### config.mk
export PLATFORM = sky130hd
export DESIGN_NAME = if_fetch_unit
export DESIGN_NICKNAME = d
export VERILOG_FILES = /design/src/rtl/if_fetch_unit.sv
export SDC_FILE = /design/constraint.sdc
export NUM_CORES = 1
export LEC_CHECK = 0
export ABC_AREA = 1
export CAP_MARGIN = 0
export CORE_UTILIZATION = 50
export DETAILED_ROUTE_END_ITERATION = 8
export PLACE_DENSITY = 0.8
export SYNTH_ARGS = -nofsm -noshare
export SYNTH_HDL_FRONTEND = slang
export SYNTH_SLANG_ARGS = --single-unit
export TNS_END_PERCENT = 1
### constraint.sdc
create_clock -name clk_i -period 8.9 [get_ports clk_i]
set_input_delay 2.67 -clock clk_i [delete_from_list [all_inputs] [get_ports clk_i]]
set_output_delay 2.67 -clock clk_i [all_outputs]
set_load 0.02 [all_outputs]
### src/rtl/if_fetch_unit.sv
// Instruction-fetch stage: one imem request per PC over req/ack, results queued
// as {instruction, PC} for the IF/ID register; flushes drop queue and in-flight data.
module if_fetch_unit #(
  parameter int DEPTH = 2
) (
  input  logic        clk_i,
  input  logic        rst_i,
  input  logic        start_i,
  input  logic [31:0] pc_i,
  output logic        pc_en_o,
  input  logic        flush_i,
  input  logic        stall_i,
  output logic        imem_req_o,
  output logic [31:0] imem_addr_o,
  input  logic        imem_ack_i,
  input  logic [31:0] imem_data_i,
  output logic        inst_valid_o,
  output logic [31:0] inst_o,
  output logic [31:0] inst_pc_o,
  output logic [1:0]  state_o
);

  // Handshake: imem_req_o stays high with a stable imem_addr_o until a cycle with
  // imem_ack_i=1 completes the transfer; ack outside a request is ignored.
  typedef enum logic [1:0] {
    S_IDLE = 2'd0,
    S_REQ  = 2'd1,
    S_DROP = 2'd2
  } state_t;

  localparam int PW = (DEPTH > 1) ? $clog2(DEPTH) : 1;
  localparam int CW = $clog2(DEPTH + 1);
  localparam logic [PW-1:0] PTR_ONE  = PW'(1);
  localparam logic [CW-1:0] CNT_ONE  = CW'(1);
  localparam logic [CW-1:0] CNT_FULL = CW'(DEPTH);

  state_t        state;
  logic          req_q;
  logic [31:0]   addr_q;
  logic [31:0]   inst_mem [DEPTH];
  logic [31:0]   pc_mem   [DEPTH];
  logic [PW-1:0] head;
  logic [PW-1:0] tail;
  logic [CW-1:0] count;

  logic push;
  logic pop;
  logic issue;

  // Issue looks at the pre-pop count, so a pop never frees a slot in the same cycle.
  always_comb begin
    push  = (state == S_REQ) && imem_ack_i && !flush_i;
    pop   = (count != '0) && !stall_i && !flush_i;
    issue = (state == S_IDLE) && start_i && !flush_i && (count < CNT_FULL);
  end

  assign pc_en_o = flush_i | push;

  always_ff @(posedge clk_i) begin
    if (rst_i) begin
      state  <= S_IDLE;
      req_q  <= 1'b0;
      addr_q <= '0;
    end else begin
      case (state)
        S_IDLE: begin
          if (issue) begin
            state  <= S_REQ;
            req_q  <= 1'b1;
            addr_q <= pc_i;
          end
        end
        S_REQ: begin
          if (imem_ack_i) begin
            state <= S_IDLE;
            req_q <= 1'b0;
          end else if (flush_i) begin
            state <= S_DROP;
          end
        end
        S_DROP: begin
          // The request is still open on the bus; wait for its ack and discard it.
          if (imem_ack_i) begin
            state <= S_IDLE;
            req_q <= 1'b0;
          end
        end
        default: begin
          state <= S_IDLE;
          req_q <= 1'b0;
        end
      endcase
    end
  end

  always_ff @(posedge clk_i) begin
    if (rst_i) begin
      head  <= '0;
      tail  <= '0;
      count <= '0;
      for (int i = 0; i < DEPTH; i++) begin
        inst_mem[i] <= '0;
        pc_mem[i]   <= '0;
      end
    end else if (flush_i) begin
      head  <= '0;
      tail  <= '0;
      count <= '0;
    end else begin
      if (push) begin
        inst_mem[tail] <= imem_data_i;
        pc_mem[tail]   <= addr_q;
        tail           <= tail + PTR_ONE;
      end
      if (pop) begin
        head <= head + PTR_ONE;
      end
      case ({push, pop})
        2'b10:   count <= count + CNT_ONE;
        2'b01:   count <= count - CNT_ONE;
        default: count <= count;
      endcase
    end
  end

  assign imem_req_o   = req_q;
  assign imem_addr_o  = addr_q;
  assign inst_valid_o = (count != '0);
  assign inst_o       = inst_mem[head];
  assign inst_pc_o    = pc_mem[head];
  assign state_o      = state;

endmodule

==> results of run 1 <==
==> stage by stage <==
step	setup slack (ns)	std cells	power, uW	utilization [%]
3_3_place_gp	2.255	907	1190	62.98
4_1_cts	2.205	939	1924	67.04
2_1_floorplan	3.350	582	1074	-
5_1_grt	2.154	939	1976	67.04
6_report	2.200	939	1912	67.04
3_5_place_dp	2.213	907	1200	62.98
==> logic make-up (layout without fill, tap and decap cells) <==
family          after synthesis  after routing  share of synthesized area [%]
buf+inv                     110            283                          7.720
flops                       168            168                          62.70
mux                          64             64                          9.730
compound gates               77             77                          5.236
fa+ha+maj                     4              4                         0.6757
simple gates                159            159                          13.94
==> final timing paths <==
check             cells past startpoint             to
setup / recovery                      4        pc_en_o
setup reg to reg                      6  pc_mem[1][31]
hold / removal                        2           flop
hold reg to reg                       2           flop
==> routing by layer <==
metal	wire length [um]	GRT usage [%]
met5	0	0
met2	7379	33.68
met4	246	8.509
met1	6112	22.40
met3	1038	5.907
==> cell usage in the layout (no fill, tap or decap), drive strengths merged <==
master / instances
clkdlybuf4s50: 170
nor2: 137
edfxtp: 128
inv: 79
mux2: 64
dfxtp: 40
a21oi: 39
o21ai: 37
clkbuf: 19
nand2: 19
clkinv: 9
ha: 4
bufinv: 3
buf: 2
or2: 1
nand4: 1
nand3: 1
o21bai: 1
clkinvlp: 1
==> power groups by stage <==
stage / Combinational, uW / Sequential [uW] / Clock, uW
after global routing: 297 / 912 / 767
after detailed placement: 277 / 923 / 0
after CTS: 279 / 907 / 737
final: 278 / 907 / 728
after global placement: 270 / 920 / 0
after floorplan: 126 / 947 / 0
==> area by class of cell <==
class	instances	area [um^2]
inverter	79	296.5
clock buffer	19	432.9
clock inverter	13	155.1
sequential	168	4646
timing repair buffer	172	1717
tap	184	230.2
fill	1074	4772
multi-input combinational	304	2230
==> worst reg2reg max path, stage by stage (launching register included) <==
cell     delay (ns)
dfxtp_1        0.33
inv_1          0.11
ha_1           0.23
nand2_2        0.10
inv_2          0.12
nand3_4        0.69
nand2_4        1.14
==> sequential cells by signal (all words and copies together) (netlist names), named ones only <==
signal and count:
count 2, head 1, imem_addr_o 32, imem_req_o 1
inst_mem 64, pc_mem 64, state_o 2, tail 1
==> metrics.yaml, run 1 <==
status: "complete, no violations"
period_minus_slack_ns: 6.700
ant_nets: 0
start_util_pct: 51.16
min_from: "head"
grt_max_degree: 67
drt_iter0_markers: 222
synth_largest_area_cell: "edfxtp_1"
synth_async_sr_flop_share_pct: 0
clock_skew_ns: 0.008723
setup_violations: 0
antenna_found_initial: 0
vdd.ir_drop.worst_uv: 140.8
hold_path_class: "flop to flop"
power.share.sequential_pct: 47.4
power.density_nw_per_um2: 197.0
required_ns: 6.23
place_hpwl_mm: 9.224
core_um2: 14480
die_h_um: 123.7
crit_family: "buffers and inverters"
clkSlewWorstSetupHoldPaths_ns: 0.07
intPower_uw: 1445
clockBufferDepth: 2
firstDrtPassIters: 4
combPwrFrac_pct: 14.5
setup-tns-final_ns: 0
synth_area_leaders: "edfxtp_1 52%, dfxtp_1 11%, mux2_2 9.7%, nor2_4 7.4%, inv_1 3.9%"
drive_gt1_share_pct: 23.18
grt_pass1_vias: 4695
clkPwrFrac_pct: 38.0
post-route-drc-count: 0
rows: 44
synth-seq-cells: 168
path_buf_inv: 2
cts_tree: "yes"
path_max_fanout: 5
clockRootBuffer: "clkbuf_16"
synth-main-ff-cell: "edfxtp_1"
yosysSeqAreaShare_pct: 62.70
mappedNetlistNets: 656
switching_power_uw: 466.9
crit_top_cell: "clkdlybuf4s50_1"
r2r_setup_slack_ns: 5.76
synth.distinct_cells: 23
synth-edff-count: 128
whs_ns: 0.4866
cap_violations: 0
area_growth_pct: 31.05
dpl_cell_area_um2: 9119
hold_buffers: 0
crit_path_top_delay_cell: "clkdlybuf4s50_1"
synth_warnings: 0
routed_wl_mm: 14.78
maxSlewViolCount: 0
tightest_slew_ns: 1.122
path_cells: "clkdlybuf4s50_1, nand2_2, nand2_1, clkdlybuf4s50_1"
num_vias: 4681
leakagePower_uw: 0.003530
layout.nets: 816
period_share_pct: 75.28
fin_area_um2: 9707
yosys-top-cells-count: "128 x edfxtp_1, 76 x inv_1, 67 x nor2_1"
crit_start: "imem_ack_i"
drt-vias-per-instance: 4.985
grt_pass1_wl_mm: 22.30
timing.slew.headroom_pct: 25.23
critPathCaptureType: "output pin"
cts_sinks: 168
synth_top_area_share_pct: 51.89
grt_overflow_total: 0
synth_most_common_cell: "edfxtp_1"
antenna_cells: 0
r2r-start: "state_o[1]"
critPathKind: "primary input to output pin"
cp_data_arrival_time_ns: 4.03
fmax_mhz: 149.3
worstSkewPairLatency_ns: 0.42
synth.avg_cell_area_um2: 12.73
switching_share_pct: 24.42
htree_levels: 4
cts_repair_resize_count: 0
rsz0062_at_grt: "false"
die_x_um: 123.7
place.port_buffers: 170
max_stage_delay_ns: 0.60
io_pins: 171
finalHoldViolCount: 0
cts_made_buffers: 17
cts_setup_buffers: 0
netlist_area_um2: 7407
start_kind: "primary input"
syn_inst: 582
place_congestion: 0.7408
dieArea_um2: 15310
drt-wirelength-per-cell_um: 15.74
gr-usage-all-layers_pct: 19.55
No activity file was read; power rests on OpenSTA's default activity.
==> run 2, diff against run 1 <==
==> constraint.sdc (replaced) <==
create_clock -name clk_i -period 6.95 [get_ports clk_i]
set_input_delay 2.085 -clock clk_i [delete_from_list [all_inputs] [get_ports clk_i]]
set_output_delay 2.085 -clock clk_i [all_outputs]
set_load 0.02 [all_outputs]
==> run 2 against run 1 <==
Net effect: die area is the same; count of clock-buffer cells in the layout grew 3; utilization is essentially flat; cell area is essentially flat; critical path depth is the same; via count shrank 0.47%; clock power grew 26%; critical endpoint unchanged; critical path type unchanged; largest power group unchanged; sequential power grew 28%; clock skew is essentially flat.
==> metrics.yaml, run 2 (synthesis gave the netlist of run 1 again) <==
path_max_fanout: 5
r2r_setup_slack_ns: 3.87
power.density_nw_per_um2: 250.1
cts_sinks: 168
die_h_um: 123.7
clockRootBuffer: "clkbuf_16"
cts_made_buffers: 17
period_minus_slack_ns: 5.521
min_from: "head"
clkSlewWorstSetupHoldPaths_ns: 0.07
dp.cells: 908
hold_path_class: "flop to flop"
place_congestion: 0.7309
leakagePower_uw: 0.003531
cts_tree: "yes"
vdd.ir_drop.worst_uv: 190.2
grt_pass1_vias: 4638
setup_violations: 0
drt-wirelength-per-cell_um: 15.60
area_growth_pct: 31.11
final_cell_mix: "170 x clkdlybuf4s50_1, 128 x edfxtp_1, 76 x inv_1"
io_pins: 171
core_um2: 14480
clock_skew_ns: 0.008584
timing.slew.headroom_pct: 27.56
die_x_um: 123.7
grt_pass1_wl_mm: 22.20
drt-vias-per-instance: 4.956
num_vias: 4659
required_ns: 4.87
place_hpwl_mm: 9.148
grt_max_degree: 67
start_kind: "primary input"
antenna_cells: 0
status: "complete, no violations"
rows: 44
critPathCaptureType: "output pin"
start_util_pct: 51.16
routed_wl_mm: 14.66
cp_data_arrival_time_ns: 3.44
cap_violations: 0
maxSlewViolCount: 0
layout.nets: 817
worstSkewPairLatency_ns: 0.42
post-route-drc-count: 0
period_share_pct: 79.45
hold_buffers: 0
ant_nets: 0
dieArea_um2: 15310
tightest_slew_ns: 1.083
cts_repair_resize_count: 0
finalHoldViolCount: 0
antenna_found_initial: 0
place.port_buffers: 170
cts_setup_buffers: 0
crit_start: "imem_ack_i"
clockBufferDepth: 2
fin_cells: 940
critPathKind: "primary input to output pin"
fmax_mhz: 181.1
r2r-start: "state_o[1]"
setup-tns-final_ns: 0
htree_levels: 4
grt_overflow_total: 0
gr-usage-all-layers_pct: 19.60
drt_iter0_markers: 272
drive_gt1_share_pct: 23.54
firstDrtPassIters: 4
layout_commonest_cell: "clkdlybuf4s50_1"
rsz0062_at_grt: "false"
==> run 2: layer usage <==
layer	GRT usage, %	vias up	wire length [um]
li1	-	2261	-
met1	22.77	2230	5931
met2	33.78	153	7361
met3	6.090	15	1198
met4	7.455	0	173
met5	0	-	0
==> run 2: final timing paths <==
check,end,cells after the start
worst max-delay path,pc_en_o,4
worst min-delay path,flop,2
worst max register to register,inst_mem[1][8],6
worst min register to register,flop,2
==> run 2: report_power, final <==
part	internal, uW	leakage, uW	switching, uW
combinational	151	0.00160	203
clock	544	0.000283	371
sequential	1140	0.00165	23.5
==> run 2: worst max-delay path: stages <==
cell and delay (ns):
clkdlybuf4s50_1 0.56, nand2_2 0.11, nand2_1 0.09, clkdlybuf4s50_1 0.60
==> run 2: layout make-up <==
| class | count | area (um^2) |
|---|---|---|
| timing repair buffer | 173 | 1724 |
| fill | 1078 | 4767 |
| multi-input combinational | 304 | 2230 |
| sequential | 168 | 4646 |
| inverter | 79 | 296.5 |
| clock buffer | 22 | 496.7 |
| clock inverter | 10 | 88.84 |
| tap | 184 | 230.2 |
==> run 2: stage by stage <==
| stage | total power (uW) | hold WS (ns) | util [%] | instance area, um^2 | setup slack [ns] |
|---|---|---|---|---|---|
| 6_report | 2429 | 0.4715 | 67.08 | 9712 | 1.429 |
| 5_1_grt | 2514 | 0.4897 | 67.08 | 9712 | 1.375 |
| 4_1_cts | 2444 | 0.4701 | 67.08 | 9712 | 1.437 |
| 3_5_place_dp | 1535 | 0.4612 | 63.03 | 9126 | 1.447 |
| 3_3_place_gp | 1525 | 0.4628 | 63.03 | 9126 | 1.465 |
| 2_1_floorplan | 1375 | 0.4474 | - | 7407 | 2.516 |
==> run 3, diff against run 2 <==
--- a/config.mk
+++ b/config.mk
@@ -7,9 +7,9 @@
 export LEC_CHECK = 0
 export ABC_AREA = 1
 export CAP_MARGIN = 0
-export CORE_UTILIZATION = 50
+export CORE_UTILIZATION = 45
 export DETAILED_ROUTE_END_ITERATION = 8
-export PLACE_DENSITY = 0.8
+export PLACE_DENSITY = 0.76
 export SYNTH_ARGS = -nofsm -noshare
 export SYNTH_HDL_FRONTEND = slang
 export SYNTH_SLANG_ARGS = --single-unit
==> constraint.sdc (replaced) <==
create_clock -name clk_i -period 4.6 [get_ports clk_i]
set_input_delay 1.38 -clock clk_i [delete_from_list [all_inputs] [get_ports clk_i]]
set_output_delay 1.38 -clock clk_i [all_outputs]
set_load 0.02 [all_outputs]
==> run 3 against run 2 <==
Net effect: first-iteration DRC count is 26% lower; global-route usage is 1.4 points lower; critical path type unchanged; combinational power is 51% higher; setup slack worse by 0.95 ns; critical path depth stayed put; clock skew is 0.00092 ns higher; routed wire length is 2.3% higher; critical endpoint unchanged; clock power is 53% higher; via count is 0.62% higher; sequential cell count stayed put; largest power group unchanged.
==> metrics.yaml, run 3 (synthesis gave the netlist of run 1 again) <==
clkPwrFrac_pct: 38.0
grt_overflow_total: 0
clkSlewWorstSetupHoldPaths_ns: 0.06
crit_family: "buffers and inverters"
tightest_slew_ns: 1.050
cts_sinks: 168
htree_levels: 4
place.port_buffers: 170
setup_violations: 0
cts_made_buffers: 17
layout.nets: 818
crit_top_cell: "clkdlybuf4s50_1"
area_growth_pct: 32.04
r2r_setup_slack_ns: 2.47
fmax_mhz: 242.5
grt_max_degree: 67
period_share_pct: 89.64
routed_wl_mm: 15.01
drt_iter0_markers: 202
setup-tns-final_ns: 0
hold_depth: 2
gr-usage-all-layers_pct: 18.25
period_minus_slack_ns: 4.124
die_x_um: 130.3
vdd.ir_drop.worst_uv: 255.7
hold_buffers: 0
drive_gt1_share_pct: 23.38
path_max_fanout: 5
critPathCaptureType: "output pin"
die_h_um: 130.3
required_ns: 3.22
worstSkewPairLatency_ns: 0.42
cts_tree: "yes"
path_cells: "clkdlybuf4s50_1, nand2_2, nand2_1, clkdlybuf4s50_1"
power.share.sequential_pct: 47.5
clockRootBuffer: "clkbuf_16"
switching_power_uw: 891.6
hold_path_class: "flop to flop"
rows: 46
leakagePower_uw: 0.003554
dieArea_um2: 16980
cp_data_arrival_time_ns: 2.74
clock_skew_ns: 0.009500
critPathKind: "primary input to output pin"
maxSlewViolCount: 0
num_vias: 4688
start_kind: "primary input"
drt-vias-per-instance: 4.818
max_stage_delay_ns: 0.60
antenna_found_initial: 0
crit_path_top_delay_cell: "clkdlybuf4s50_1"
grt_pass1_vias: 4875
cts_repair_resize_count: 0
min_from: "head"
r2r-start: "state_o[0]"
place_congestion: 0.7603
switching_share_pct: 24.15
reg2regPathDepth: 10
rsz0062_at_grt: "false"
clockBufferDepth: 2
intPower_uw: 2800
finalHoldViolCount: 0
final_cell_mix: "170 x clkdlybuf4s50_1, 128 x edfxtp_1, 76 x inv_1"
dp.cells: 941
timing.slew.headroom_pct: 29.76
combPwrFrac_pct: 14.5
finalPower_uw: 3691
layout_commonest_cell: "clkdlybuf4s50_1"
cts_setup_buffers: 0
power.density_nw_per_um2: 377.4
place_hpwl_mm: 9.464
ant_nets: 0
start_util_pct: 46.29
post-route-drc-count: 0
fin_cells: 973
path_buf_inv: 2
antenna_cells: 0
grt_pass1_wl_mm: 23.38
cap_violations: 0
reg2reg_to: "state_o[1]"
firstDrtPassIters: 4
drt-wirelength-per-cell_um: 15.42
status: "complete, no violations"
core_um2: 16000
io_pins: 171
run 3: power groups by stage:
stage                     registers (uW)  clock network (uW)  logic [uW]
final                               1750                1400         536
after global routing                1760                1470         578
after CTS                           1750                1420         542
after detailed placement            1780                   0         539
after global placement              1780                   0         524
after floorplan                     1830                   0         244
run 3: worst max-delay path by stage:
stage | to | startpoint | slack, ns | depth (start not counted)
6_report | pc_en_o | imem_ack_i | 0.48 | 4
5_1_grt | pc_en_o | imem_ack_i | 0.42 | 4
2_1_floorplan | inst_mem[0][0] | rst_i | 0.87 | 5
3_3_place_gp | pc_en_o | imem_ack_i | 0.53 | 4
3_5_place_dp | pc_en_o | imem_ack_i | 0.49 | 4
4_1_cts | pc_en_o | imem_ack_i | 0.49 | 4
run 3: layout make-up:
| type | count | area [um^2] |
|---|---|---|
| clock buffer | 26 | 531.8 |
| clock inverter | 6 | 60.06 |
| fill | 1300 | 6220 |
| inverter | 79 | 296.5 |
| multi-input combinational | 304 | 2230 |
| sequential | 168 | 4648 |
| tap | 216 | 270.3 |
| timing repair buffer | 174 | 1744 |
run 3: worst reg2reg max path, stage by stage (launching register included):
cell	delay [ns]
dfxtp_1	0.39
inv_1	0.09
ha_1	0.24
nand2_1	0.08
inv_1	0.05
nand2_2	0.75
nand2_1	0.11
nand2_1	0.15
nand2_1	0.06
nand2_1	0.07
nor2_1	0.05
run 3: through the flow:
| stage | instance area [um^2] | hold slack, ns | utilization (%) | setup slack, ns |
|---|---|---|---|---|
| finish | 9781 | 0.4693 | 61.13 | 0.4764 |
| global route | 9781 | 0.4998 | 61.13 | 0.4216 |
| CTS | 9781 | 0.4708 | 61.13 | 0.4856 |
| detailed placement | 9189 | 0.4581 | 57.43 | 0.4928 |
| global placement | 9189 | 0.4504 | 57.43 | 0.5336 |
| floorplan | 7407 | 0.4474 | - | 0.8706 |
run 3: routing by layer:
layer	up-vias	wire (um)	global-route usage, %
met3	15	891	5.084
li1	2259	-	-
met5	-	0	0
met2	123	7674	32.38
met1	2291	6211	20.82
met4	0	230	6.977
